**src/rtl/dr_pkg.sv**
```systemverilog
// Shared types and the dual-rail encode helper for the dual-rail word buffer.
package dr_pkg;

  typedef enum logic [1:0] {SPACER, CODE, PARTIAL, ILLEGAL} word_class_e;

  typedef enum logic {IN_CW, IN_SP} in_state_e;

  typedef enum logic [1:0] {OUT_SP, OUT_CW, OUT_WAIT} out_state_e;

  typedef struct packed {
    in_state_e  in_state;
    out_state_e out_state;
  } dr_dbg_t;

  // Returns {true_rail, false_rail} for one bit of value v against spacer level sp.
  function automatic logic [1:0] dr_encode(input logic v, input logic sp);
    return {sp ^ v, sp ^ ~v};
  endfunction

endpackage

```
**src/rtl/dr_word_detect.sv**
```systemverilog
// Combinational classifier: decides whether a dual-rail word is spacer, codeword,
// partial or illegal, and extracts the data value from the true rails.
module dr_word_detect
  import dr_pkg::*;
#(
  parameter int W  = 8,
  parameter bit SP = 1'b0
) (
  input  logic [W-1:0] d_1,
  input  logic [W-1:0] d_0,
  output word_class_e  cls,
  output logic [W-1:0] value
);

  logic [W-1:0] t_act;
  logic [W-1:0] f_act;

  always_comb begin
    t_act = d_1 ^ {W{SP}};
    f_act = d_0 ^ {W{SP}};
    value = t_act;
    // Illegal dominates: a single bit with both rails active poisons the word.
    if (|(t_act & f_act))       cls = ILLEGAL;
    else if (~|(t_act | f_act)) cls = SPACER;
    else if (&(t_act ^ f_act))  cls = CODE;
    else                        cls = PARTIAL;
  end

endmodule

```
**src/rtl/dr_word_buffer.sv**
```systemverilog
// Dual-rail word buffer: accepts dual-rail codewords, queues them in a FIFO and
// re-emits them as dual-rail words with independent input/output spacer levels.
module dr_word_buffer
  import dr_pkg::*;
#(
  parameter int W      = 8,
  parameter int DEPTH  = 4,
  parameter bit SP_IN  = 1'b0,
  parameter bit SP_OUT = 1'b1
) (
  input  logic                     CLK,
  input  logic                     RN,
  input  logic [W-1:0]             D_1,
  input  logic [W-1:0]             D_0,
  output logic                     ACK_OUT,
  output logic [W-1:0]             Q_1,
  output logic [W-1:0]             Q_0,
  input  logic                     ACK_IN,
  output logic [$clog2(DEPTH):0]   LEVEL,
  output logic                     ERR,
  output dr_dbg_t                  dbg_state
);

  localparam int PW = $clog2(DEPTH);
  localparam int LW = PW + 1;

  // Handshake (both sides four-phase): a codeword is held until the partner raises
  // its acknowledge, then the sender returns to spacer and the partner drops the
  // acknowledge before the next codeword may appear.

  word_class_e   in_cls;
  logic [W-1:0]  in_val;
  in_state_e     in_state, in_next;
  out_state_e    out_state, out_next;
  logic [W-1:0]  mem [DEPTH];
  logic [PW-1:0] wr_ptr, rd_ptr;
  logic [LW-1:0] level;
  logic          full, empty, push, pop, err_q, err_set;
  logic          q_load_code, q_load_sp;
  logic [W-1:0]  q_1, q_0, enc_1, enc_0;

  dr_word_detect #(.W(W), .SP(SP_IN)) u_detect (
    .d_1   (D_1),
    .d_0   (D_0),
    .cls   (in_cls),
    .value (in_val)
  );

  assign full  = (level == LW'(DEPTH));
  assign empty = (level == '0);

  always_comb begin
    in_next = in_state;
    push    = 1'b0;
    err_set = 1'b0;
    if (in_cls == ILLEGAL) begin
      err_set = 1'b1;
    end else begin
      case (in_state)
        IN_CW: if (in_cls == CODE && !full) begin
          push    = 1'b1;
          in_next = IN_SP;
        end
        IN_SP: if (in_cls == SPACER) in_next = IN_CW;
        default: in_next = IN_CW;
      endcase
    end
  end

  // Empty is judged on the current level, so a word pushed this cycle is never
  // popped in the same cycle.
  always_comb begin
    out_next    = out_state;
    pop         = 1'b0;
    q_load_code = 1'b0;
    q_load_sp   = 1'b0;
    case (out_state)
      OUT_SP: if (!ACK_IN && !empty) begin
        pop         = 1'b1;
        q_load_code = 1'b1;
        out_next    = OUT_CW;
      end
      OUT_CW: if (ACK_IN) begin
        q_load_sp = 1'b1;
        out_next  = OUT_WAIT;
      end
      OUT_WAIT: if (!ACK_IN) out_next = OUT_SP;
      default: out_next = OUT_SP;
    endcase
  end

  always_comb begin
    enc_1 = '0;
    enc_0 = '0;
    for (int i = 0; i < W; i++) begin
      {enc_1[i], enc_0[i]} = dr_encode(mem[rd_ptr][i], SP_OUT);
    end
  end

  always_ff @(posedge CLK or negedge RN) begin
    if (!RN) begin
      in_state  <= IN_CW;
      out_state <= OUT_SP;
      wr_ptr    <= '0;
      rd_ptr    <= '0;
      level     <= '0;
      err_q     <= 1'b0;
      q_1       <= {W{SP_OUT}};
      q_0       <= {W{SP_OUT}};
    end else begin
      in_state  <= in_next;
      out_state <= out_next;
      if (push) wr_ptr <= wr_ptr + PW'(1);
      if (pop)  rd_ptr <= rd_ptr + PW'(1);
      case ({push, pop})
        2'b10:   level <= level + LW'(1);
        2'b01:   level <= level - LW'(1);
        default: level <= level;
      endcase
      if (err_set) err_q <= 1'b1;
      // All W rails load on one edge, so the receiver never sees a partial word.
      if (q_load_code) begin
        q_1 <= enc_1;
        q_0 <= enc_0;
      end else if (q_load_sp) begin
        q_1 <= {W{SP_OUT}};
        q_0 <= {W{SP_OUT}};
      end
    end
  end

  always_ff @(posedge CLK) begin
    if (push) mem[wr_ptr] <= in_val;
  end

  assign ACK_OUT   = (in_state == IN_SP);
  assign Q_1       = q_1;
  assign Q_0       = q_0;
  assign LEVEL     = level;
  assign ERR       = err_q;
  assign dbg_state = '{in_state: in_state, out_state: out_state};

endmodule

```
**config.mk**
```make
export PLATFORM = sky130hd
export DESIGN_NAME = dr_word_buffer
export DESIGN_NICKNAME = d
export VERILOG_FILES = /design/src/rtl/dr_pkg.sv /design/src/rtl/dr_word_detect.sv /design/src/rtl/dr_word_buffer.sv
export SDC_FILE = /design/constraint.sdc
export NUM_CORES = 1
export LEC_CHECK = 0
export CELL_PAD_IN_SITES_DETAIL_PLACEMENT = 0
export CELL_PAD_IN_SITES_GLOBAL_PLACEMENT = 1
export CORE_MARGIN = 8
export CORE_UTILIZATION = 39
export CTS_BUF_LIST = sky130_fd_sc_hd__clkbuf_16
export CTS_CLUSTER_DIAMETER = 120
export DETAILED_ROUTE_END_ITERATION = 6
export GPL_TIMING_DRIVEN = 0
export PLACE_DENSITY = 0.83
export SLEW_MARGIN = 25
export SYNTH_ARGS = -nofsm -noshare
export SYNTH_HDL_FRONTEND = slang
export SYNTH_SLANG_ARGS = --single-unit
```
**constraint.sdc**
```tcl
create_clock -name CLK -period 2.2 [get_ports CLK]
set_input_delay 0.44 -clock CLK [delete_from_list [all_inputs] [get_ports CLK]]
set_output_delay 0.44 -clock CLK [all_outputs]
set_load 0.01 [all_outputs]
```
==> results.txt, run 1 <==
The run finished with clean final reports. The number of clock sinks is 59. The number of nets in the layout is between 200 and 300. The depth of the worst register-to-register path is 8. Counting flops with an async set or reset pin after synthesis yields a share of 0.458. Synthesis instantiated 35 different standard cells from the library. Timing analysis after detailed placement gives a worst setup slack of -1.19 ns. Wires add up to around 5500 um.

The die covers slightly below 10,000 um2. Sorting the synthesized cells by area gives the leading types as sky130_fd_sc_hd__edfxtp_1 36%, sky130_fd_sc_hd__dfstp_2 16%, sky130_fd_sc_hd__dfrtp_1 10%. For this run, the number of Yosys warnings is 0. The path category of the worst min-delay check is in -> async. The number of global-route vias before repair came out at roughly 1,700. In this run the register-to-register setup slack is ~0.070 ns. The total track usage is 0.116.

The worst-case clock buffer depth came out at 2. The cell type contributing the most total cell area after synthesis is sky130_fd_sc_hd__edfxtp_1. Counting every net in the synthesized netlist gives between 200 and 250. The worst setup path is launched from a primary input. The violation count after the first detailed-route iteration came out at roughly 70. The worst setup path startpoint is D_1[0]. Port buffering added 42 buffers. The final setup slack of the worst path came out at roughly 0.047 ns. The signed area change from the synthesized netlist to the final layout came out at 38.8%. The clock transition at the registers of the reported paths came out at 0.05 ns.

The critical path is of the in -> reg type. The setup skew after layout came out at 0.00658 ns. The I/O pin total came out at 43. The number of placement rows came out at 30. The routability congestion estimate came out at between 0.7 and 0.8. The number of fillers in the final layout is roughly 550. The start of the worst register-to-register path is out_state[1]. The total standard cell area after synthesis is around 2700 um2.

The maximum fanout along the worst path came out at 6. Dividing the detail-routed wire length by the instance count gives between 15 and 20 um. For the worst setup path, the data arrival time is between 2 and 2.5 ns. The stage delay of the slowest cell on the critical path came out at between 0.3 and 0.4 ns. The critical path goes through buf_4 > ha_4 > nor4_4 > nand2_2 > nor4b_4 > inv_2 > ha_4 > inv_2 > fa_2 > xor2_1 > nor2_1 > xor2_1.

Setup violations remaining at the end of the flow were counted as 0. The max-cap check violation count is 0. Counting flops and latches in the post-synthesis netlist gives 59. From bottom edge to top edge, the die measures 99.1 um.

The power density over the cells came out at between 1000 and 1500 nW/um2. The placed instance count came out at 305. The worst relative slew slack came out at 0.589. For this run, the detailed router's first-pass iteration total came to 4. The part of the cycle the worst path needs is 0.979.

The number of failing hold endpoints at the final stage is 0. The clock network latency to the later pin of the worst-skew pair is ~0.32 ns. The upper clock frequency limit came out at 0.464 GHz. The count of nets left with antenna violations after detail routing came out at 0. The half-perimeter wire length after placement came out at around 3900 um.

The tree is rooted in a sky130_fd_sc_hd__clkbuf_16. The total power consumption of the routed design is approximately 4600 uW. For this design, the slowest cell found on the critical path is sky130_fd_sc_hd__nor4b_4. For this run, the share of the core covered by cells in the final layout is 0.554. The initial antenna violation count came out at 0.

The required time at the endpoint of the critical path is between 2 and 2.5 ns. The clock period minus final worst setup slack came out at ~2.2 ns. The total grt overflow came out at 0. The fraction of synthesized cell area taken by the top area cell type came out at 0.357. The static power due to leakage is around 0.0015 uW. The pin count of the biggest net entering global routing is 28.

The number of antenna diodes in the final layout is 0. The portion of the post-synthesis area used by sequential elements came out at 0.615. The average footprint of a synthesized cell came out at approximately 15 um2. After detailed routing, the number of vias per cell comes to 4.86.

Across the VDD grid, the largest voltage drop is between 0.7 and 0.8 mV. The via count of the routed design is between 1,500 and 2,000. In the final layout, the share of cells above drive strength 1 is 0.472. The dominant register cell in the synthesized netlist is sky130_fd_sc_hd__edfxtp_1. The core outline area came out at around 6800 um2. Synthesis handed over a netlist of around 180 instances. The slew at the pin closest to its max-slew limit is between 0.6 and 0.7 ns. In this run the worst setup path terminates at LEVEL[2]. The global-route wire length before repair is around 8600 um.

The H-tree level count is 3. Hold repair after CTS inserted 0 buffers. The final cell count without fillers came out at about 330. The initial utilization of the core area, before any placement, comes to 0.399. The endpoint class of the critical path is a register. The number of max-slew violations in the final report came out at 0. Summed over all failing endpoints, the final setup total negative slack is 0 ns. The residual DRC count is 0. TritonCTS built the clock tree. Counting the buffers created by CTS gives 9. The count of flip-flops with a built-in enable after synthesis came out at 32. The endpoint identified for the worst register-to-register timing path is LEVEL[2]. The die outline width is around 99 um.
stage by stage:
stage	hold slack, ns	area [um2]
2_1_floorplan	0.144	2800
3_3_place_gp	0.454	3320
3_5_place_dp	0.462	3320
4_1_cts	0.151	3700
5_1_grt	0.182	3740
6_report	0.134	3740
power by group:
group          total (uW)  switching (uW)  internal (uW)
Clock                1350             467            886
Combinational        1600             684            913
Sequential           1630             148           1490
Total                4580            1300           3290
flip-flops by register name, summed over array words and instances (netlist names):
name	cells
mem	32
Q_0	8
Q_1	8
LEVEL	3
out_state	2
rd_ptr	2
wr_ptr	2
ACK_OUT	1
ERR	1
how the worst min path moves through the flow:
stage,from,to,slack [ns],cells past startpoint
floorplan,RN,ACK_OUT,0.14,0
global placement,ERR,ERR,0.45,1
detailed placement,ERR,ERR,0.46,1
CTS,RN,rd_ptr[0],0.15,1
global route,RN,rd_ptr[0],0.18,1
finish,RN,rd_ptr[0],0.13,1
cell type report:
type / instances / area (um2) / area share
timing repair buffer: 51 / 419 / 0.112
clock buffer: 11 / 275 / 0.0736
multi-input combinational: 95 / 1120 / 0.299
sequential: 59 / 1660 / 0.444
inverter: 23 / 119 / 0.0318
buffer: 4 / 27.5 / 0.00736
clock inverter: 5 / 22.5 / 0.00602
tap: 80 / 100 / 0.0268
cell usage in the layout (no fill, tap or decap), drive strengths merged, types with 2 or more instances in the layout:
| master | Yosys | final |
|---|---|---|
| nor4 | 2 | 2 |
| a21oi | 8 | 8 |
| and2 | 5 | 5 |
| ha | 21 | 21 |
| nand3 | 2 | 2 |
| inv | 23 | 26 |
| nand2 | 8 | 8 |
| a21bo | 6 | 6 |
| edfxtp | 32 | 32 |
| clkbuf | 1 | 15 |
| clkdlybuf4s50 | 0 | 24 |
| dlygate4sd2 | 0 | 2 |
| nand4 | 2 | 2 |
| nor2 | 5 | 5 |
| a2bb2oi | 6 | 6 |
| dfstp | 16 | 16 |
| clkinv | 0 | 2 |
| buf | 5 | 25 |
| mux4 | 8 | 8 |
| xnor2 | 4 | 4 |
| dfrtp | 11 | 11 |
| xor2 | 3 | 3 |
| or2 | 2 | 2 |
| o21ai | 3 | 3 |
critical path: cells and delay by family:
family	cells	cell delay [ns]
XOR/XNOR	2	0.28
buffers and inverters	3	0.28
AND/OR/NAND/NOR	4	0.81
adder cells (fa/ha/maj)	3	0.53
Yosys cell counts, types with 2 or more instances:
| master | number |
|---|---|
| sky130_fd_sc_hd__buf_4 | 2 |
| sky130_fd_sc_hd__mux4_2 | 8 |
| sky130_fd_sc_hd__xnor2_1 | 4 |
| sky130_fd_sc_hd__nand4_1 | 2 |
| sky130_fd_sc_hd__a21oi_1 | 8 |
| sky130_fd_sc_hd__buf_2 | 2 |
| sky130_fd_sc_hd__inv_1 | 23 |
| sky130_fd_sc_hd__a2bb2oi_1 | 6 |
| sky130_fd_sc_hd__o21ai_0 | 2 |
| sky130_fd_sc_hd__xor2_1 | 3 |
| sky130_fd_sc_hd__dfstp_2 | 16 |
| sky130_fd_sc_hd__nand2_1 | 8 |
| sky130_fd_sc_hd__nor4_1 | 2 |
| sky130_fd_sc_hd__or2_2 | 2 |
| sky130_fd_sc_hd__dfrtp_1 | 11 |
| sky130_fd_sc_hd__and2_1 | 5 |
| sky130_fd_sc_hd__nor2_1 | 4 |
| sky130_fd_sc_hd__nand3_1 | 2 |
| sky130_fd_sc_hd__a21bo_2 | 6 |
| sky130_fd_sc_hd__ha_1 | 21 |
| sky130_fd_sc_hd__edfxtp_1 | 32 |
layer usage:
| metal | share of wire | track usage |
|---|---|---|
| met5 | 0 | 0 |
| met4 | 0.014 | 0.0419 |
| met1 | 0.44 | 0.128 |
| met3 | 0.052 | 0.0566 |
| met2 | 0.50 | 0.191 |
what timing repair did:
action,CTS,global route
pin swaps,8,11
endpoints found under the setup margin,38,2
hold endpoints to repair,0,0
gates resized for setup,76,28
buffers inserted,3,6
kinds of logic (layout without fill, tap and decap cells):
family / after synthesis / after routing / share of synthesized area
flops: 59 / 59 / 0.615
simple gates: 31 / 31 / 0.0678
mux: 9 / 9 / 0.0710
xor+xnor: 7 / 7 / 0.0227
buf+inv: 29 / 94 / 0.0469
compound gates: 26 / 26 / 0.0720
fa+ha+maj: 22 / 22 / 0.105
Power figures use the tool's default switching activity.
==> run 2, diff against run 1 <==
--- a/config.mk
+++ b/config.mk
@@ -14,6 +14,7 @@
 export DETAILED_ROUTE_END_ITERATION = 6
 export GPL_TIMING_DRIVEN = 0
 export PLACE_DENSITY = 0.83
+export SKIP_LAST_GASP = 1
 export SLEW_MARGIN = 25
 export SYNTH_ARGS = -nofsm -noshare
 export SYNTH_HDL_FRONTEND = slang
==> results.txt, run 2 (synthesized netlist as in run 1, its figures left out) <==
The run finished with clean final reports. The die outline area is just under 10,000 um2. Static timing analysis puts the maximum clock frequency at about 0.46 GHz. The critical path class is in -> reg.

The number of diodes came out at 0. The number of placement rows came out at 30. Global routing finished with a remaining overflow of 0. The pin count of the biggest net entering global routing is 28. The number of max-slew violations in the final report came to 0.

Counting the buffers created by CTS gives 9. The number of failing hold endpoints at the final stage came out at 0. The H-tree level count came out at 3. The maximum ir drop on the vdd rail is about 0.7 mV.

For the final database, setup skew stands at ~0.0054 ns. The library cells used most frequently in the layout, excluding fill and tap cells, are 32 x sky130_fd_sc_hd__edfxtp_1, 24 x sky130_fd_sc_hd__clkdlybuf4s50_1, 16 x sky130_fd_sc_hd__dfstp_2, 12 x sky130_fd_sc_hd__inv_1, 12 x sky130_fd_sc_hd__buf_4. The clock transition at the registers of the reported paths came out at approximately 0.05 ns. The die span in y came out at around 99 um.

The initial antenna violation count is 0. The worst-case clock buffer depth is 2. The number of global-route vias before repair came out at 1,729.

After layout, the minimum clock period comes to around 2.2 ns. The required time at the endpoint of the critical path is roughly 2.4 ns. The I/O pin total is between 40 and 50.

The flip-flop count of the largest register after layout is 32. The detailed-router iteration count before antenna repair came out at 4. The worst relative slew slack is 0.586. At the end of routability-driven placement, the weighted congestion stood at 0.787.

In the global route stage, overall resource usage came out at 0.116. The first global-routing pass estimated 8600 um of wire. The worst hold margin is 0.135 ns. The first routing iteration left 66 violations.

The number of nets in the layout is ~280. The total of endpoints with negative setup slack in the final report is 0. The max-cap check violation count is 0. Of the available clock period, the critical path in the final layout requires 0.979.

The total wire length came out at 5470 um. Data on the critical path arrives at its endpoint at between 2 and 2.5 ns. The signed area change from the synthesized netlist to the final layout is 38.6%. The slew at the pin closest to its max-slew limit came out at ~0.62 ns. STA classifies the critical path endpoint as a register. The ratio of cells with drive above 1 in the final layout is 0.472.

Summed over all failing endpoints, the final setup total negative slack is 0 ns. The TritonCTS clock tree is done. For this configuration, the core starts out at a cell density of 0.399.

The via count of the routed design came out at approximately 1,600. The via-per-instance ratio is between 4 and 5. Along the worst path, the maximum fanout reaches 6. The half-perimeter wire length after placement came out at 3880 um. The register name with the most flops is mem. CTS saw 59 sinks. The static power due to leakage came out at around 0.0015 uW. CTS placed an instance of sky130_fd_sc_hd__clkbuf_16 at the clock tree root. The count of nets left with antenna violations after detail routing is 0.

The total of buffers placed on input and output ports is 42. The die outline width came out at 99.1 um. For the worst-skew pair, the clock arrives at the later sink with an insertion delay of ~0.32 ns. After detailed routing, the average wire length per cell comes to between 15 and 20 um. The most frequent standard cell in the layout excluding fill and tap cells is sky130_fd_sc_hd__edfxtp_1. The path category of the worst min-delay check is in -> async. STA classifies the critical path startpoint as a primary input.

The core outline area came out at between 6000 and 7000 um2. The power density over the cells is approximately 1200 nW/um2. The residual DRC count is 0.
-- run 2: cell types whose count changed in the layout (fill, tap and decap cells not counted), sizes merged --
cell / delta
clkbuf: +3
buf: -3
-- run 2: metrics by stage --
step	total power (uW)	util	cell area [um2]	std cells	setup WS [ns]
finish	4580	0.553	3740	328	0.0463
global route	4830	0.553	3740	328	-0.00656
CTS	4580	0.547	3700	323	-0.0412
detailed placement	3200	0.491	3320	305	-1.19
global placement	3170	0.491	3320	305	-1.14
floorplan	2590	-	2800	183	-0.136
-- run 2: worst paths after layout --
kind	slack, ns	to	cells past startpoint	startpoint
setup reg to reg	0.07	LEVEL[2]	8	out_state[1]
hold / removal	0.14	rd_ptr[0]	1	RN
hold reg to reg	0.47	ERR	1	ERR
min in group CLK	0.36	mem[1][5]	1	D_1[5]
setup / recovery	0.05	LEVEL[2]	12	D_1[0]
max in group asynchronous	1.62	LEVEL[2]	1	RN
-- run 2: layout make-up --
type                            instances  area [um2]
Inverter                               23         119
Buffer                                  4        27.5
Multi-Input combinational cell         95        1110
Fill cell                             553        3020
Timing Repair Buffer                   51         425
Tap cell                               80         100
Sequential cell                        59        1660
Clock buffer                           11         275
Clock inverter                          5        22.5
-- run 2: report_power, final --
group / total (uW) / internal (uW) / leakage, uW / switching [uW]
logic: 1600 / 914 / 0.000756 / 684
registers: 1630 / 1490 / 0.000584 / 146
clock network: 1350 / 885 / 0.000158 / 462
total: 4580 / 3290 / 0.00150 / 1290
-- run 2: worst max-delay path, stage by stage --
cell and delay [ns]:
sky130_fd_sc_hd__buf_4 0.15, sky130_fd_sc_hd__ha_4 0.18, sky130_fd_sc_hd__nor4_4 0.26, sky130_fd_sc_hd__nand2_2 0.12
sky130_fd_sc_hd__nor4b_4 0.36, sky130_fd_sc_hd__inv_2 0.08, sky130_fd_sc_hd__ha_4 0.17, sky130_fd_sc_hd__inv_2 0.05
sky130_fd_sc_hd__fa_2 0.18, sky130_fd_sc_hd__xor2_1 0.13, sky130_fd_sc_hd__nor2_1 0.07, sky130_fd_sc_hd__xor2_1 0.15
-- run 2: layer usage --
| layer | part of all wire | track usage |
|---|---|---|
| met1 | 0.43 | 0.128 |
| met2 | 0.50 | 0.190 |
| met3 | 0.054 | 0.0566 |
| met4 | 0.014 | 0.0419 |
| met5 | 0 | 0 |
-- run 2: timing repair --
action,4_1_cts,5_1_grt
pin swaps,8,11
gates resized for setup,72,31
endpoints found under the setup margin,38,2
hold buffers,0,0
buffers inserted,3,6
==> run 3, diff against run 2 <==
--- a/config.mk
+++ b/config.mk
@@ -9,7 +9,6 @@
 export CELL_PAD_IN_SITES_GLOBAL_PLACEMENT = 1
 export CORE_MARGIN = 8
 export CORE_UTILIZATION = 39
-export CTS_BUF_LIST = sky130_fd_sc_hd__clkbuf_16
 export CTS_CLUSTER_DIAMETER = 120
 export DETAILED_ROUTE_END_ITERATION = 6
 export GPL_TIMING_DRIVEN = 0
==> results.txt, run 3 (synthesized netlist as in run 1, its figures left out) <==
The flow ran to the end, and the final reports show no timing, DRC or antenna violations. Once detail routing completed, the nets flagged for antenna violations numbered 0. Setup violations remaining at the end of the flow were counted as 0. The clock network latency to the later pin of the worst-skew pair came out at 0.33 ns. The via count of the routed design came out at 1,598. The flip-flop count of the largest register after layout is 32. The filler cells instantiated in the layout total around 570. The total track usage came out at 0.117.

Across the whole layout, storage elements account for ~1700 um2. For this block, the routed nets add up to around 5300 um of wire. From bottom edge to top edge, the die measures 99.1 um. The initial antenna violation count came to 0.

Wire segments on met2 add up to between 2000 and 3000 um in the final route. Once placement completed, the tool counted placed cells totaling approximately 310. The area growth from synthesis to layout is 34.5%. Global routing finished with a remaining overflow of 0. The number of failing hold endpoints at the final stage came out at 0. Dividing the detail-routed wire length by the instance count gives around 16 um. The starting utilization of the core area is 0.399. More flip-flops sit in one register than any other, and that register is mem. The number of max-slew violations in the final report came to 0. The clock passes through at most 2 buffers. TritonCTS created 9 clock buffers.

The static power due to leakage is 0.00144 uW. The power density over the cells is between 1000 and 1500 nW/um2. The routed design uses 325 um of met3 wire.

In the final layout, the share of cells above drive strength 1 is 0.468. TritonCTS built the clock tree. The via-per-instance ratio is ~4.9. The detailed-router iteration count before antenna repair came out at 4. The clock transition at the registers of the reported paths came out at 0.06 ns. In the finished design, the share of the clock period the worst path needs comes to 0.978. The slew at the pin closest to its max-slew limit is 0.636 ns. The setup skew after layout is approximately 0.0053 ns. The wire length the detailed router placed on met1 is roughly 2300 um. The area of the multi-input gates came out at between 1000 and 1500 um2.

The H-tree level count came out at 3. The worst relative slew slack is 0.576. Leaving out fill and tap cells, the most frequent cells in the layout are 32 x sky130_fd_sc_hd__edfxtp_1, 24 x sky130_fd_sc_hd__clkdlybuf4s50_1, 16 x sky130_fd_sc_hd__dfstp_2. The residual DRC count is 0.

The number of nets in the layout is about 280. 0 antenna diodes ended up in the layout. The required time at the endpoint of the critical path came out at 2.41 ns. The die is 99.1 um wide.

The global-route wire length before repair is approximately 8600 um. The routability congestion estimate is 0.787. The upper clock frequency limit came out at 0.465 GHz. The data arrival at the endpoint of the critical path is between 2 and 2.5 ns.

Leaving out fill and tap cells, the most frequent cell in the layout is sky130_fd_sc_hd__edfxtp_1. The half-perimeter wire length after placement came out at a little under 4000 um. The tightest min-delay check is of the in -> async type.

The number of placement rows is 30. STA classifies the critical path startpoint as a primary input. The total of buffers placed on input and output ports is between 40 and 50. In this run the worst path has a maximum fanout of 6. The clock period minus final worst setup slack is approximately 2.2 ns. The tree is rooted in a sky130_fd_sc_hd__clkbuf_8. Setup repair after global routing could not meet its margin everywhere. The maximum ir drop on the vdd rail is ~0.7 mV. Max-cap violations in this run came to 0. The core outline area came out at between 6000 and 7000 um2. The number of global-route vias before repair came out at approximately 1,700.

The pin count of the biggest net entering global routing came out at 28. Pin placement for this block handled 43 I/O pins. The top routing layer in use is met4.

After the first detailed-routing iteration, the DRC count stood at 72. The number of clock sinks came out at 59. The worst setup path is captured at a register.

The critical path class is in -> reg. The die outline area is between 9000 and 10,000 um2. The final cell count without fillers is between 300 and 400.

Once layout is complete, the utilization of the core stands at 0.537.
## run 3: cell types whose count changed in the layout (fill, tap and decap cells not counted), sizes merged
cell / change
dlygate4sd2: -1
buf: -1
inv: -3
clkdlybuf4s15: +2
clkbuf: +3
## run 3: final cells by class
cell class / count / area share
timing repair buffer: 51 / 0.115
buffer: 4 / 0.00759
tap: 80 / 0.0276
clock buffer: 14 / 0.0566
multi-input combinational: 95 / 0.300
sequential: 59 / 0.458
inverter: 23 / 0.0328
clock inverter: 2 / 0.00311
## run 3: critical path: stages
cell and delay (ns):
sky130_fd_sc_hd__clkbuf_4 0.17, sky130_fd_sc_hd__ha_4 0.19, sky130_fd_sc_hd__nor4_4 0.26, sky130_fd_sc_hd__nand2_2 0.11, sky130_fd_sc_hd__nor4b_4 0.36, sky130_fd_sc_hd__inv_2 0.08, sky130_fd_sc_hd__ha_4 0.17, sky130_fd_sc_hd__inv_2 0.05
sky130_fd_sc_hd__fa_2 0.18, sky130_fd_sc_hd__xor2_1 0.13, sky130_fd_sc_hd__nor2_1 0.07, sky130_fd_sc_hd__xor2_1 0.15
## run 3: power by group
part           switching (uW)  internal, uW
clock network             407           607
logic                     681           910
registers                 147          1480
## run 3: stage by stage
stage,area [um2],setup slack [ns],TNS (ns),hold WS (ns),power [uW]
5_1_grt,3630,-0.00720,-0.00720,0.148,4490
2_1_floorplan,2800,-0.136,-0.244,0.144,2590
6_report,3630,0.0474,0,0.128,4240
3_3_place_gp,3320,-1.14,-34.48,0.454,3170
3_5_place_dp,3320,-1.19,-36.40,0.462,3200
4_1_cts,3620,-0.0224,-0.0224,0.127,4250
## run 3: final timing paths
path | cells after the start | end | slack (ns) | start
min reg2reg | 1 | ERR | 0.48 | ERR
min | 1 | rd_ptr[0] | 0.13 | RN
max reg2reg | 8 | LEVEL[2] | 0.06 | out_state[1]
max in group asynchronous | 1 | LEVEL[2] | 1.62 | RN
max | 12 | LEVEL[2] | 0.05 | D_1[0]
min in group CLK | 1 | mem[1][3] | 0.36 | D_1[3]
## run 3: metal layers
metal | up-vias | GRT usage
met4 | 0 | 0.0442
met2 | 40 | 0.190
li1 | 771 | -
met1 | 780 | 0.128
met3 | 7 | 0.0587
met5 | - | 0
## run 3: repair_timing
| item | in CTS | in global routing |
|---|---|---|
| pin swaps | 9 | 11 |
| setup endpoints to repair | 38 | 2 |
| gates resized for setup | 72 | 18 |
| gates cloned | 0 | 0 |
| hold buffers | 0 | 0 |
| setup buffers | 3 | 6 |
